## config.mk

```make
export PLATFORM = sky130hd
export DESIGN_NAME = uart_tx_fc
export DESIGN_NICKNAME = d
export VERILOG_FILES = /design/src/rtl/uart_tx_fc.sv
export SDC_FILE = /design/constraint.sdc
export NUM_CORES = 1
export LEC_CHECK = 0
export CORE_AREA = 2 2 176 126
export CTS_BUF_LIST = sky130_fd_sc_hd__clkbuf_4 sky130_fd_sc_hd__clkbuf_8
export DETAILED_ROUTE_END_ITERATION = 16
export DIE_AREA = 0 0 178 128
export SETUP_SLACK_MARGIN = 0.5
export SYNTH_ARGS = -nofsm -noshare
export SYNTH_HDL_FRONTEND = slang
export SYNTH_SLANG_ARGS = --single-unit
```

## constraint.sdc

```tcl
create_clock -name i_clk -period 7.7 [get_ports i_clk]
set_input_delay 2.31 -clock i_clk [delete_from_list [all_inputs] [get_ports i_clk]]
set_output_delay 2.31 -clock i_clk [all_outputs]
set_load 0.02 [all_outputs]
```

## src/rtl/uart_tx_fc.sv

```systemverilog
// uart_tx_fc: buffered 8N1 UART transmitter with CTS flow control.
// Ports: i_clk, i_rst, i_tx_valid/o_tx_ready/i_tx_data (push), o_tx, i_cts_n, o_busy, o_fifo_count.
module uart_tx_fc #(
  parameter int BaudRate             = 9600,
  parameter int SystemClockFrequency = 156250000,
  parameter int FifoDepth            = 16
) (
  input  logic                         i_clk,
  input  logic                         i_rst,
  input  logic                         i_tx_valid,
  output logic                         o_tx_ready,
  input  logic [7:0]                   i_tx_data,
  output logic                         o_tx,
  input  logic                         i_cts_n,
  output logic                         o_busy,
  output logic [$clog2(FifoDepth):0]   o_fifo_count
);

  localparam int ClksPerBit = SystemClockFrequency / BaudRate;
  localparam int AW = $clog2(FifoDepth);
  localparam int CW = $clog2(ClksPerBit);
  localparam logic [CW-1:0] BitLast = CW'(ClksPerBit - 1);
  localparam logic [AW:0] Full = (AW+1)'(FifoDepth);

  if (ClksPerBit < 2) begin : g_bad_cpb
    $error("uart_tx_fc: ClksPerBit must be at least 2");
  end
  if (FifoDepth < 2 || (FifoDepth & (FifoDepth - 1)) != 0) begin : g_bad_depth
    $error("uart_tx_fc: FifoDepth must be a power of 2 and >= 2");
  end

  typedef enum logic [1:0] {
    S_IDLE,
    S_START,
    S_DATA,
    S_STOP
  } state_t;

  logic          cts_meta;
  logic          cts_s;
  logic [7:0]    mem [FifoDepth];
  logic [AW-1:0] wr_ptr;
  logic [AW-1:0] rd_ptr;
  logic [AW:0]   count;
  logic          push;
  logic          pop;
  state_t        state;
  state_t        state_d;
  logic [CW-1:0] bit_cnt;
  logic [CW-1:0] bit_cnt_d;
  logic [2:0]    bit_idx;
  logic [2:0]    bit_idx_d;
  logic [7:0]    tx_byte;
  logic [7:0]    tx_byte_d;
  logic          tx_d;
  logic          bit_end;
  logic          can_start;

  assign o_tx_ready   = count != Full;
  assign push         = i_tx_valid && o_tx_ready;
  assign o_fifo_count = count;
  assign o_busy       = state != S_IDLE;
  assign bit_end      = bit_cnt == BitLast;
  // CTS only gates the start of a frame, never an ongoing one.
  assign can_start    = (count != '0) && !cts_s;

  always_ff @(posedge i_clk) begin
    if (i_rst) begin
      cts_meta <= 1'b1;
      cts_s    <= 1'b1;
    end else begin
      cts_meta <= i_cts_n;
      cts_s    <= cts_meta;
    end
  end

  always_ff @(posedge i_clk) begin
    if (i_rst) begin
      wr_ptr <= '0;
      rd_ptr <= '0;
      count  <= '0;
    end else begin
      if (push) wr_ptr <= wr_ptr + 1'b1;
      if (pop)  rd_ptr <= rd_ptr + 1'b1;
      unique case ({push, pop})
        2'b10:   count <= count + 1'b1;
        2'b01:   count <= count - 1'b1;
        default: count <= count;
      endcase
    end
  end

  always_ff @(posedge i_clk) begin
    if (push) mem[wr_ptr] <= i_tx_data;
  end

  always_ff @(posedge i_clk) begin
    if (i_rst) begin
      state   <= S_IDLE;
      bit_cnt <= '0;
      bit_idx <= '0;
      tx_byte <= '0;
      o_tx    <= 1'b1;
    end else begin
      state   <= state_d;
      bit_cnt <= bit_cnt_d;
      bit_idx <= bit_idx_d;
      tx_byte <= tx_byte_d;
      o_tx    <= tx_d;
    end
  end

  always_comb begin
    state_d   = state;
    bit_cnt_d = '0;
    bit_idx_d = bit_idx;
    tx_byte_d = tx_byte;
    tx_d      = o_tx;
    pop       = 1'b0;
    unique case (state)
      S_IDLE: begin
        if (can_start) begin
          pop       = 1'b1;
          tx_byte_d = mem[rd_ptr];
          tx_d      = 1'b0;
          state_d   = S_START;
        end
      end
      S_START: begin
        if (bit_end) begin
          state_d   = S_DATA;
          bit_idx_d = '0;
          tx_d      = tx_byte[0];
        end else begin
          bit_cnt_d = bit_cnt + 1'b1;
        end
      end
      S_DATA: begin
        if (bit_end) begin
          if (bit_idx == 3'd7) begin
            state_d = S_STOP;
            tx_d    = 1'b1;
          end else begin
            bit_idx_d = bit_idx + 3'd1;
            tx_d      = tx_byte[bit_idx + 3'd1];
          end
        end else begin
          bit_cnt_d = bit_cnt + 1'b1;
        end
      end
      S_STOP: begin
        if (bit_end) begin
          // Chain straight into the next start bit: no idle gap.
          if (can_start) begin
            pop       = 1'b1;
            tx_byte_d = mem[rd_ptr];
            tx_d      = 1'b0;
            state_d   = S_START;
          end else begin
            state_d = S_IDLE;
            tx_d    = 1'b1;
          end
        end else begin
          bit_cnt_d = bit_cnt + 1'b1;
        end
      end
      default: state_d = S_IDLE;
    endcase
  end

endmodule

```

==> impl_metrics.tcl <==
set metrics [dict create \
    hpwl_um 9110 \
    cts-root-buf "clkbuf_8" \
    drcViolationCount 0 \
    grt_start_max_net_pins 38 \
    clockBufferDepth 2 \
    n_antenna_cell 0 \
    fin_setup_tns_ns 0 \
    netlist_area_um2 7280 \
    vias 3934 \
    ant_nets 0 \
    cp_data_required_time_ns 8.05 \
    cts_tree "built" \
    worst_setup_path_end_kind "flop" \
    hold_buffers 0 \
    finClkSkew_ns 0.0138 \
    timing.slew.headroom_pct 38.9 \
    via_per_inst 5.02 \
    nets 516 \
    p_leak_nw 2.60 \
    min_path_type "flop to flop" \
    rsz0062_at_grt "no" \
    hold_viol_final 0 \
    cts.clk_slew.worst_paths_ns 0.09 \
    area_growth_pct 11.7 \
    path_class "input pin to flop" \
    syn-num-nets 493 \
    yosysWarnings 0 \
    io_buffers 19 \
    period_share_pct 68.6 \
    cp-start-kind "input pin" \
    pre_cts_slack_ns 1.98 \
    ys_seq_area_share_pct 65.7 \
    setup_ws_ns 2.41 \
    dpl.cell_count 751 \
    fmax_mhz 189 \
    gp_congestion 0.782 \
    cts_max_level 4 \
    crit_family "compound AO/OA/AOI/OAI gates" \
    chipHeight_um 128 \
    syn_inst 465 \
    final_cells 783 \
    path_max_fanout 11 \
    cts.sinks 175 \
    synth_cell_types 58 \
    post_cts_buffers 0 \
    status "finished, final reports clean" \
    ioPinCount 20 \
    grt_use_total_pct 13.3 \
    wire_per_inst_um 18.0 \
    ys_ff_latch 175 \
    dieArea_um2 22800 \
    grt_pass1_vias 3895 \
    setup_viol 0 \
    coreArea_um2 21200 \
    finalWirelength_um 14100 \
    grt_pass1_wl_um 22100 \
    cts_buffers 17 \
    critPathBufInv 2 \
    nFillCells 1955 \
    path_common_cell "ha_1" \
    clk_latency_ns 0.45 \
    worst_pin_slew_ns 0.913 \
    p_per_area_nw_per_um2 233 \
    max_stage_delay_ns 0.67 \
    power.total_w 0.00190 \
    cp.arrival_ns 5.63 \
    antenna_found_initial 0 \
    path_cells "clkdlybuf4s50_1 -> a21boi_1 -> inv_1 -> ha_1 -> ha_1 -> nand2_1 -> a2111o_1 -> a221o_1 -> o21ai_1 -> mux2_1" \
    final-max-slew-violation-count 0 \
    die_w_um 178 \
    syn-mean-instance-area_um2 15.6 \
    fin_crit_ns 5.29 \
    synthArstFlopShare_pct 0 \
    gr-total-overflow 0 \
    ir_drop_v 0.000101 \
    drv_cap 0 \
    drive_gt1_share_pct 19.2 \
    rows 45 \
    slowest_stage "a21boi_1" \
    cts_resized 0 \
    synth_flop_cell "edfxtp_1" \
    initial_utilization_pct 34.3 \
    drt-initial-drc-count 405 \
    firstDrtPassIters 5 \
    synth-edff-count 128 \
]
report_power, final:
group,leakage [nW],total [W],switching [W],internal (W)
clock,0.190,0.000620,0.000353,0.000266
combinational,0.869,0.000226,0.000130,0.0000955
sequential,1.54,0.00105,0.0000181,0.00103
worst paths after layout:
check,end,slack [ns],cells past startpoint,start
max,o_fifo_count[4]$_SDFFE_PP0P_,2.41,10,i_tx_valid
min,cts_s$_SDFF_PP1_,0.43,1,cts_meta$_SDFF_PP1_
max reg2reg,o_fifo_count[4]$_SDFFE_PP0P_,4.04,10,o_fifo_count[1]$_SDFFE_PP0P_
min reg2reg,cts_s$_SDFF_PP1_,0.43,1,cts_meta$_SDFF_PP1_
registers in the layout, summed over array words and instances (netlist names), named ones only:
name	count
bit_cnt	14
rd_ptr	4
mem	128
cts_s	1
o_fifo_count	5
wr_ptr	4
state	2
bit_idx	3
cts_meta	1
o_tx	1
tx_byte	8
cells in the mapped netlist (all sizes together) (2+ instances only):
library cell,count,share of area (%)
edfxtp,128,53
nor2,52,2.7
dfxtp,47,13
mux4,42,13
nand2,25,1.3
o21ai,19,1.4
a21oi,16,1.1
ha,16,2.8
xor2,12,1.4
buf,11,1.0
clkbuf,11,0.70
inv,8,0.41
nand3,7,0.48
nor3,7,0.64
xnor2,7,0.84
and2,4,0.34
nand2b,4,0.34
nand4,4,0.55
nor2b,4,0.34
or2,4,0.34
a31oi,3,0.26
mux2,3,0.52
or3,3,0.26
a211oi,2,0.28
a21o,2,0.22
and2b,2,0.21
and3,2,0.17
mux2i,2,0.28
layout make-up:
class / count / area, µm² / area share (%)
sequential: 175 / 4790 / 58.9
multi-input combinational: 260 / 2340 / 28.8
tap: 282 / 353 / 4.34
timing repair buffer: 26 / 243 / 2.99
clock buffer: 17 / 234 / 2.88
clock inverter: 15 / 146 / 1.80
inverter: 8 / 30.0 / 0.369
cells by family (layout without fill, tap and decap cells):
| family | Yosys count | after routing | share of synthesized area (%) |
|---|---|---|---|
| xor gates and xnor gates | 19 | 19 | 2.29 |
| adders and majority gates | 16 | 16 | 2.75 |
| AOI/OAI and AO/OA | 54 | 54 | 4.69 |
| buffers and inverters | 30 | 66 | 2.11 |
| DFF | 175 | 175 | 65.7 |
| muxes | 47 | 47 | 13.8 |
| and+or+nand+nor | 124 | 124 | 8.61 |
metal layers:
layer / share of wire [%] / track usage [%] / routed length, µm / up-vias
li1: - / - / - / 1827
met1: 49 / 19.5 / 6910 / 2009
met2: 45 / 19.0 / 6320 / 94
met3: 5.8 / 4.00 / 813 / 4
met4: 0.31 / 3.62 / 44 / 0
met5: 0 / 0 / 0 / -
cells in the final DEF (no fill, tap or decap), drive strengths merged, types with 2 or more instances in the layout:
cell type,netlist,routed
clkinv,0,2
mux2,3,3
a31oi,3,3
nor3,7,7
and3,2,2
or3,3,3
dfxtp,47,47
nand2b,4,4
nor2b,4,4
edfxtp,128,128
and2b,2,2
nand2,25,25
xor2,12,12
inv,8,18
xnor2,7,7
or2,4,4
nor2,52,52
o21ai,19,19
clkinvlp,0,2
buf,11,7
a211oi,2,2
mux2i,2,2
clkdlybuf4s50,0,19
a21o,2,2
mux4,42,42
nand4,4,4
nand3,7,7
ha,16,16
a21oi,16,16
clkbuf,11,17
and2,4,4
metrics by stage:
stage,area (µm²),util [%],hold WS [ns]
5_1_grt,8130,38.3,0.441
6_report,8130,38.3,0.429
3_5_place_dp,7750,36.5,0.403
3_3_place_gp,7750,36.5,0.397
2_1_floorplan,7280,-,0.389
4_1_cts,8130,38.3,0.435
No activity file was read; power rests on OpenSTA's default activity.
